[config.mk]
export PLATFORM = sky130hd
export DESIGN_NAME = instr_fetch_boot
export DESIGN_NICKNAME = d
export VERILOG_FILES = /design/src/rtl/instr_fetch_boot_pkg.sv /design/src/rtl/instr_fetch_boot.sv
export SDC_FILE = /design/constraint.sdc
export NUM_CORES = 1
export LEC_CHECK = 0
export BUFFER_PORTS_ARGS = -buffer_cell sky130_fd_sc_hd__buf_2
export CORE_MARGIN = 4
export CORE_UTILIZATION = 30
export CTS_CLUSTER_DIAMETER = 30
export DETAILED_ROUTE_END_ITERATION = 16
export GPL_TIMING_DRIVEN = 0
export PLACE_DENSITY = 0.52
export RECOVER_POWER = 50
export SETUP_SLACK_MARGIN = 0.05
export SYNTH_ARGS = -nofsm -noshare
export SYNTH_HDL_FRONTEND = slang
export SYNTH_SLANG_ARGS = --single-unit
[constraint.sdc]
create_clock -name clock -period 2.71 [get_ports clock]
set_input_delay 0.271 -clock clock [delete_from_list [all_inputs] [get_ports clock]]
set_output_delay 0.271 -clock clock [all_outputs]
set_load 0.01 [all_outputs]
[src/rtl/instr_fetch_boot_pkg.sv]
// Shared types and defaults for the boot-aware instruction fetch stage.
package instr_fetch_boot_pkg;

  localparam int ADDR_W = 16;
  localparam int INSTR_W = 32;
  localparam logic [INSTR_W-1:0] NOP_INSTR_DEFAULT = 32'd0; // add r0,r0,r0

  typedef enum logic [1:0] {
    BOOT    = 2'd0,
    HANDOFF = 2'd1,
    EXEC    = 2'd2
  } boot_state_e;

endpackage

[src/rtl/instr_fetch_boot.sv]
// Fetch stage: owns the PC, fetches from BIOS ROM until boot completes, then
// from main instruction memory, with stall and branch redirection.
module instr_fetch_boot
  import instr_fetch_boot_pkg::*;
#(
  parameter int                  ADDR_W    = instr_fetch_boot_pkg::ADDR_W,
  parameter int                  INSTR_W   = instr_fetch_boot_pkg::INSTR_W,
  parameter logic [ADDR_W-1:0]   OS_START  = '0,
  parameter logic [INSTR_W-1:0]  NOP_INSTR = instr_fetch_boot_pkg::NOP_INSTR_DEFAULT
) (
  input  logic                clock,
  input  logic                reset,
  input  logic                biosFinalizada,
  input  logic [INSTR_W-1:0]  instrBios,
  input  logic [INSTR_W-1:0]  instrMem,
  input  logic                stall,
  input  logic                desvio,
  input  logic [ADDR_W-1:0]   destinoDesvio,
  output logic [ADDR_W-1:0]   enderecoBios,
  output logic [ADDR_W-1:0]   enderecoMem,
  output logic [INSTR_W-1:0]  instrucao,
  output logic [ADDR_W-1:0]   pcInstrucao,
  output logic                instrValida,
  output logic                modoBios,
  output boot_state_e         state_dbg
);

  boot_state_e        state_q, state_d;
  logic [ADDR_W-1:0]  pc_q, pc_d;
  logic [ADDR_W-1:0]  pci_q, pci_d;
  logic [INSTR_W-1:0] instr_q, instr_d;
  logic               valid_q, valid_d;
  logic               modo_q, modo_d;
  logic [INSTR_W-1:0] fetch_word;

  assign fetch_word = (state_q == EXEC) ? instrMem : instrBios;

  // Bubbles record the PC of the slot they replace; decode ignores it.
  always_comb begin
    state_d = state_q;
    pc_d    = pc_q;
    pci_d   = pci_q;
    instr_d = instr_q;
    valid_d = valid_q;
    modo_d  = modo_q;
    unique case (state_q)
      BOOT, EXEC: begin
        if (state_q == BOOT && biosFinalizada) begin
          state_d = HANDOFF;
          pc_d    = OS_START;
          instr_d = NOP_INSTR;
          pci_d   = pc_q;
          valid_d = 1'b0;
        end else if (desvio) begin
          pc_d    = destinoDesvio;
          instr_d = NOP_INSTR;
          pci_d   = pc_q;
          valid_d = 1'b0;
        end else if (!stall) begin
          pc_d    = pc_q + ADDR_W'(1);
          instr_d = fetch_word;
          pci_d   = pc_q;
          valid_d = 1'b1;
        end
      end
      HANDOFF: begin
        state_d = EXEC;
        modo_d  = 1'b0;
        instr_d = NOP_INSTR;
        pci_d   = pc_q;
        valid_d = 1'b0;
      end
      default: begin
        state_d = BOOT;
        pc_d    = '0;
        instr_d = NOP_INSTR;
        pci_d   = '0;
        valid_d = 1'b0;
        modo_d  = 1'b1;
      end
    endcase
  end

  always_ff @(posedge clock) begin
    if (reset) begin
      state_q <= BOOT;
      pc_q    <= '0;
      pci_q   <= '0;
      instr_q <= NOP_INSTR;
      valid_q <= 1'b0;
      modo_q  <= 1'b1;
    end else begin
      state_q <= state_d;
      pc_q    <= pc_d;
      pci_q   <= pci_d;
      instr_q <= instr_d;
      valid_q <= valid_d;
      modo_q  <= modo_d;
    end
  end

  assign enderecoBios = (state_q == BOOT) ? pc_q : '0;
  assign enderecoMem  = (state_q == EXEC) ? pc_q : '0;
  assign instrucao    = instr_q;
  assign pcInstrucao  = pci_q;
  assign instrValida  = valid_q;
  assign modoBios     = modo_q;
  assign state_dbg    = state_q;

endmodule

* Word level (Yosys, flattened, before mapping)
Cells that the tools add are included.
Operators by class: add/subtract/negate cells 1, equality and inequality tests 4, muxes and demuxes 14, bitwise logic cells 2, reductions and logical operators 5
Operator list (number):
- 2-to-1 mux 16 bit | 8
- case mux 16 bit (2 select lines) | 2
- 2-to-1 mux 32 bit | 1
- adder 16 x 1 -> 16 bit, second input constant | 1
- != test 4 bit, second input constant | 1
- case mux 2 bit (2 select lines) | 1
- OR reduction 4 bit | 1
- equality test 2 x 1 -> 1 bit, second input constant | 1
- equality test 2 bit, second input constant | 1
- logical NOT 2 bit | 1
- 2-to-1 mux 2 bit | 1
- != test 2 bit, second input constant | 1
- inverter 1 bit | 2
- case mux 1 bit (2 select lines) | 1
- AND reduction 2 bit | 1
- OR reduction 2 bit | 1
- logical AND 1 bit | 1
Word-level totals: register bits 68, bits of input ports 85, output and inout bits 84, logic and storage cells 32

* Longest topological paths before layout
depth in word-level cells 5, gate-level depth with buffers 7, depth with buffers taken out 5

* Worst setup path after synthesis
OpenSTA, ideal clock, no wires.
kind flip-flop to output port, start register state_q[0], in the netlist state_dbg[0], end output enderecoBios[10], arrival 1.310 ns, data required time 2.439 ns, path slack 1.129 ns, stages on the path, launching flop included 6, buffers on the path 3, cells stage by stage dfxtp_1 > buf_2 > clkbuf_1 > nor2_1 > clkbuf_1 > and2_1
On the way: word-level cells in the longest chain between the ends 2
RTL lines:
- start, declared | RTL line instr_fetch_boot.sv:28 | boot_state_e state_q, state_d;
- start signal, assigned | RTL line instr_fetch_boot.sv:93 | state_q <= state_d;
- logical NOT 2 bit | RTL line instr_fetch_boot.sv:102 | assign enderecoBios = (state_q == BOOT) ? pc_q : '0;
- 2-to-1 mux 16 bit | RTL line instr_fetch_boot.sv:102
- end, declared | RTL line instr_fetch_boot.sv:19 | output logic [ADDR_W-1:0] enderecoBios,
No other way between the ends.

* Worst setup path after layout
start register state_q[0], in the netlist state_dbg[0], end output enderecoBios[1]
The elaborated chain is that of the path after synthesis.

==> out/metrics.cfg <==
[outcome]
status = finished clean

[sta]
relSlewSlack = 0.5956
min_period_ns = 2.481
fin_ws_ns = 0.2289
fin_skew_ns = 0.008374
setup_viol = 0
hold_viol_final = 0
fin_crit_sh = 0.9155
whs_ns = 0.2162
fin_tns_setup_ns = 0
slew_violations = 0
timing.fmax_mhz = 403.1
rsz0062_at_grt = false
tightest_slew_ns = 0.6066

[floorplanning]
std_cell_rows = 39
num_io_pins = 169
die_h_um = 117.7
die-area_um2 = 13860
initial_core_util = 0.3110
core_area_um2 = 11610
die_w_um = 117.7

[global_route]
grt_remaining_overflow = 0
grt_antenna_before_repair = 0
gr-usage-all-layers = 0.1947
grt_max_degree = 12
grt_pass1_vias = 4098
grt_pass1_wl_mm = 21.87

[worst_hold_path]
min_from = biosFinalizada
hp-class = in2reg

[synthesis]
syn-num-nets = 580
yosysWarnings = 0
async_flop_share = 0
syn_area_per_cell_um2 = 7.312
netlist_area_um2 = 3612
synth.distinct_cells = 48
synth-seq-cells = 68
postSynthCellCount = 494
synth_top_flop_cell = dfxtp_1
synth.yosys.seq_area_share = 0.3769
synth_edf_count = 0

[routing]
drt-wirelength-per-cell_um = 16.70
route.detailed.drc = 0
ant_nets = 0
routed_wl_mm = 13.66
viasPerCell = 5.090
drt_iter0_markers = 260
first_pass_iters = 5
num_vias = 4164

[layout]
fillCellCount = 1277
antennaDiodeCount = 0
fin_nets = 757
areaGrowthSynthToFinish_pct = 35.47
drive_gt1_frac = 0.2222
stdcell_area_um2 = 4893
post-route-util = 0.4214
final_cells = 818

[setup_path]
critPathCaptureType = output pin
worstPathArrival_ns = 2.21
worstSetupStartpoint = state_dbg[0]
startpoint_type = flip-flop
cp.required_ns = 2.44
crit_fanout = 10
crit_type = reg2out
timing.rr.start = pc_q[0]

[power]
leakage_nw = 2.084
power.total_mw = 2.843
peakVddDrop_mv = 0.3433
powerDensity_nw_per_um2 = 580.9

[clock_network]
cts_num_sinks = 68
root_buffer = clkbuf_16
cts_tree = done
cts_buffer_depth = 2
cts_max_level = 3
worstSkewPairLatency_ns = 0.33
cts.clk_slew.worst_paths_ns = 0.05
cts_setup_buffers = 0
cts.hold.buffers_added = 0
cts_inserted_buffers = 9
cts_resized = 0

[placed_design]
hpwl_mm = 10.51
gp_congestion = 0.8904
dp_slack_ns = 0.6210
placedCellCount = 803
portBuffers = 166
dpl_cell_area_um2 = 4622

[flow_run]
drv_cap = 0

## routing by layer
| layer | wire, um | GRT usage | vias up |
|---|---|---|---|
| met2 | 6372 | 0.3216 | 156 |
| met5 | 0 | 0 | - |
| met3 | 942 | 0.04998 | 13 |
| li1 | - | - | 2065 |
| met4 | 199 | 0.05275 | 0 |
| met1 | 6146 | 0.2522 | 1930 |
## path summary, 6_finish.rpt
path / to / slack [ns] / depth (start not counted)
max: enderecoBios[1] / 0.23 / 6
min: state_dbg[0] / 0.22 / 2
max reg2reg: pc_q[14] / 0.69 / 5
min reg2reg: instrValida / 0.45 / 2
## critical path: stages (launching register included)
cell and delay (ns):
dfxtp_1 0.36, buf_2 0.28, clkbuf_1 0.49, nor2_1 0.13, clkbuf_1 0.26, and2_1 0.23, buf_2 0.13
## registers in the layout, summed over array words and instances (netlist names)
register,cells
instrValida,1
state_dbg,2
pc_q,16
pcInstrucao,16
modoBios,1
instrucao,32
## layout make-up
type	instances	area (um2)	share of cell area
Clock inverter	4	97.59	0.01994
Timing Repair Buffer	166	765.7	0.1565
Multi-Input combinational cell	375	2021	0.4129
Buffer	43	196.4	0.04014
Sequential cell	68	1361	0.2782
Clock buffer	11	242.7	0.04960
Tap cell	143	178.9	0.03656
Inverter	8	30.03	0.006137
## cells in the final DEF (no fill, tap or decap), types with 4 or more instances in the layout
master	synthesis	layout
and2_1	23	23
o32ai_1	5	5
a21o_1	34	34
o31ai_1	4	4
clkbuf_1	22	78
clkbuf_16	0	9
nand2b_1	4	4
nand3_1	24	24
a21oi_1	58	58
dfxtp_1	68	68
inv_1	8	8
nor2_1	14	14
nor3_1	11	11
nand4_1	6	6
nand2_1	135	135
a22o_1	10	10
a32oi_1	4	4
buf_2	18	129
## logic make-up (layout without fill, tap and decap cells)
family,count (synthesis),count (layout),synth area share
buffers and inverters,51,232,0.06373
xor gates and xnor gates,2,2,0.004850
AOI/OAI and AO/OA,136,136,0.2529
muxes,1,1,0.003117
adders and majority gates,1,1,0.003463
DFF,68,68,0.3769
and+or+nand+nor,235,235,0.2951
## cell usage after synthesis, types with 5 or more instances
cell type  number  area share
o32ai_1         5       0.012
nand4_1         6       0.010
a21o_1         34       0.071
and2_1         23       0.040
buf_2          18       0.025
nand2_1       135        0.14
a22o_1         10       0.024
a21oi_1        58       0.080
inv_1           8      0.0083
nor2_1         14       0.015
clkbuf_1       22       0.023
nand3_1        24       0.033
dfxtp_1        68        0.38
nor3_1         11       0.015
## power by group
| part | switching [mW] | internal (mW) | total, mW | leakage [nW] |
|---|---|---|---|---|
| Sequential | 0.0337 | 1.03 | 1.07 | 0.552 |
| Clock | 0.439 | 0.919 | 1.36 | 0.162 |
| Combinational | 0.252 | 0.166 | 0.418 | 1.37 |
Note: power is estimated with default switching activity, not from simulation.
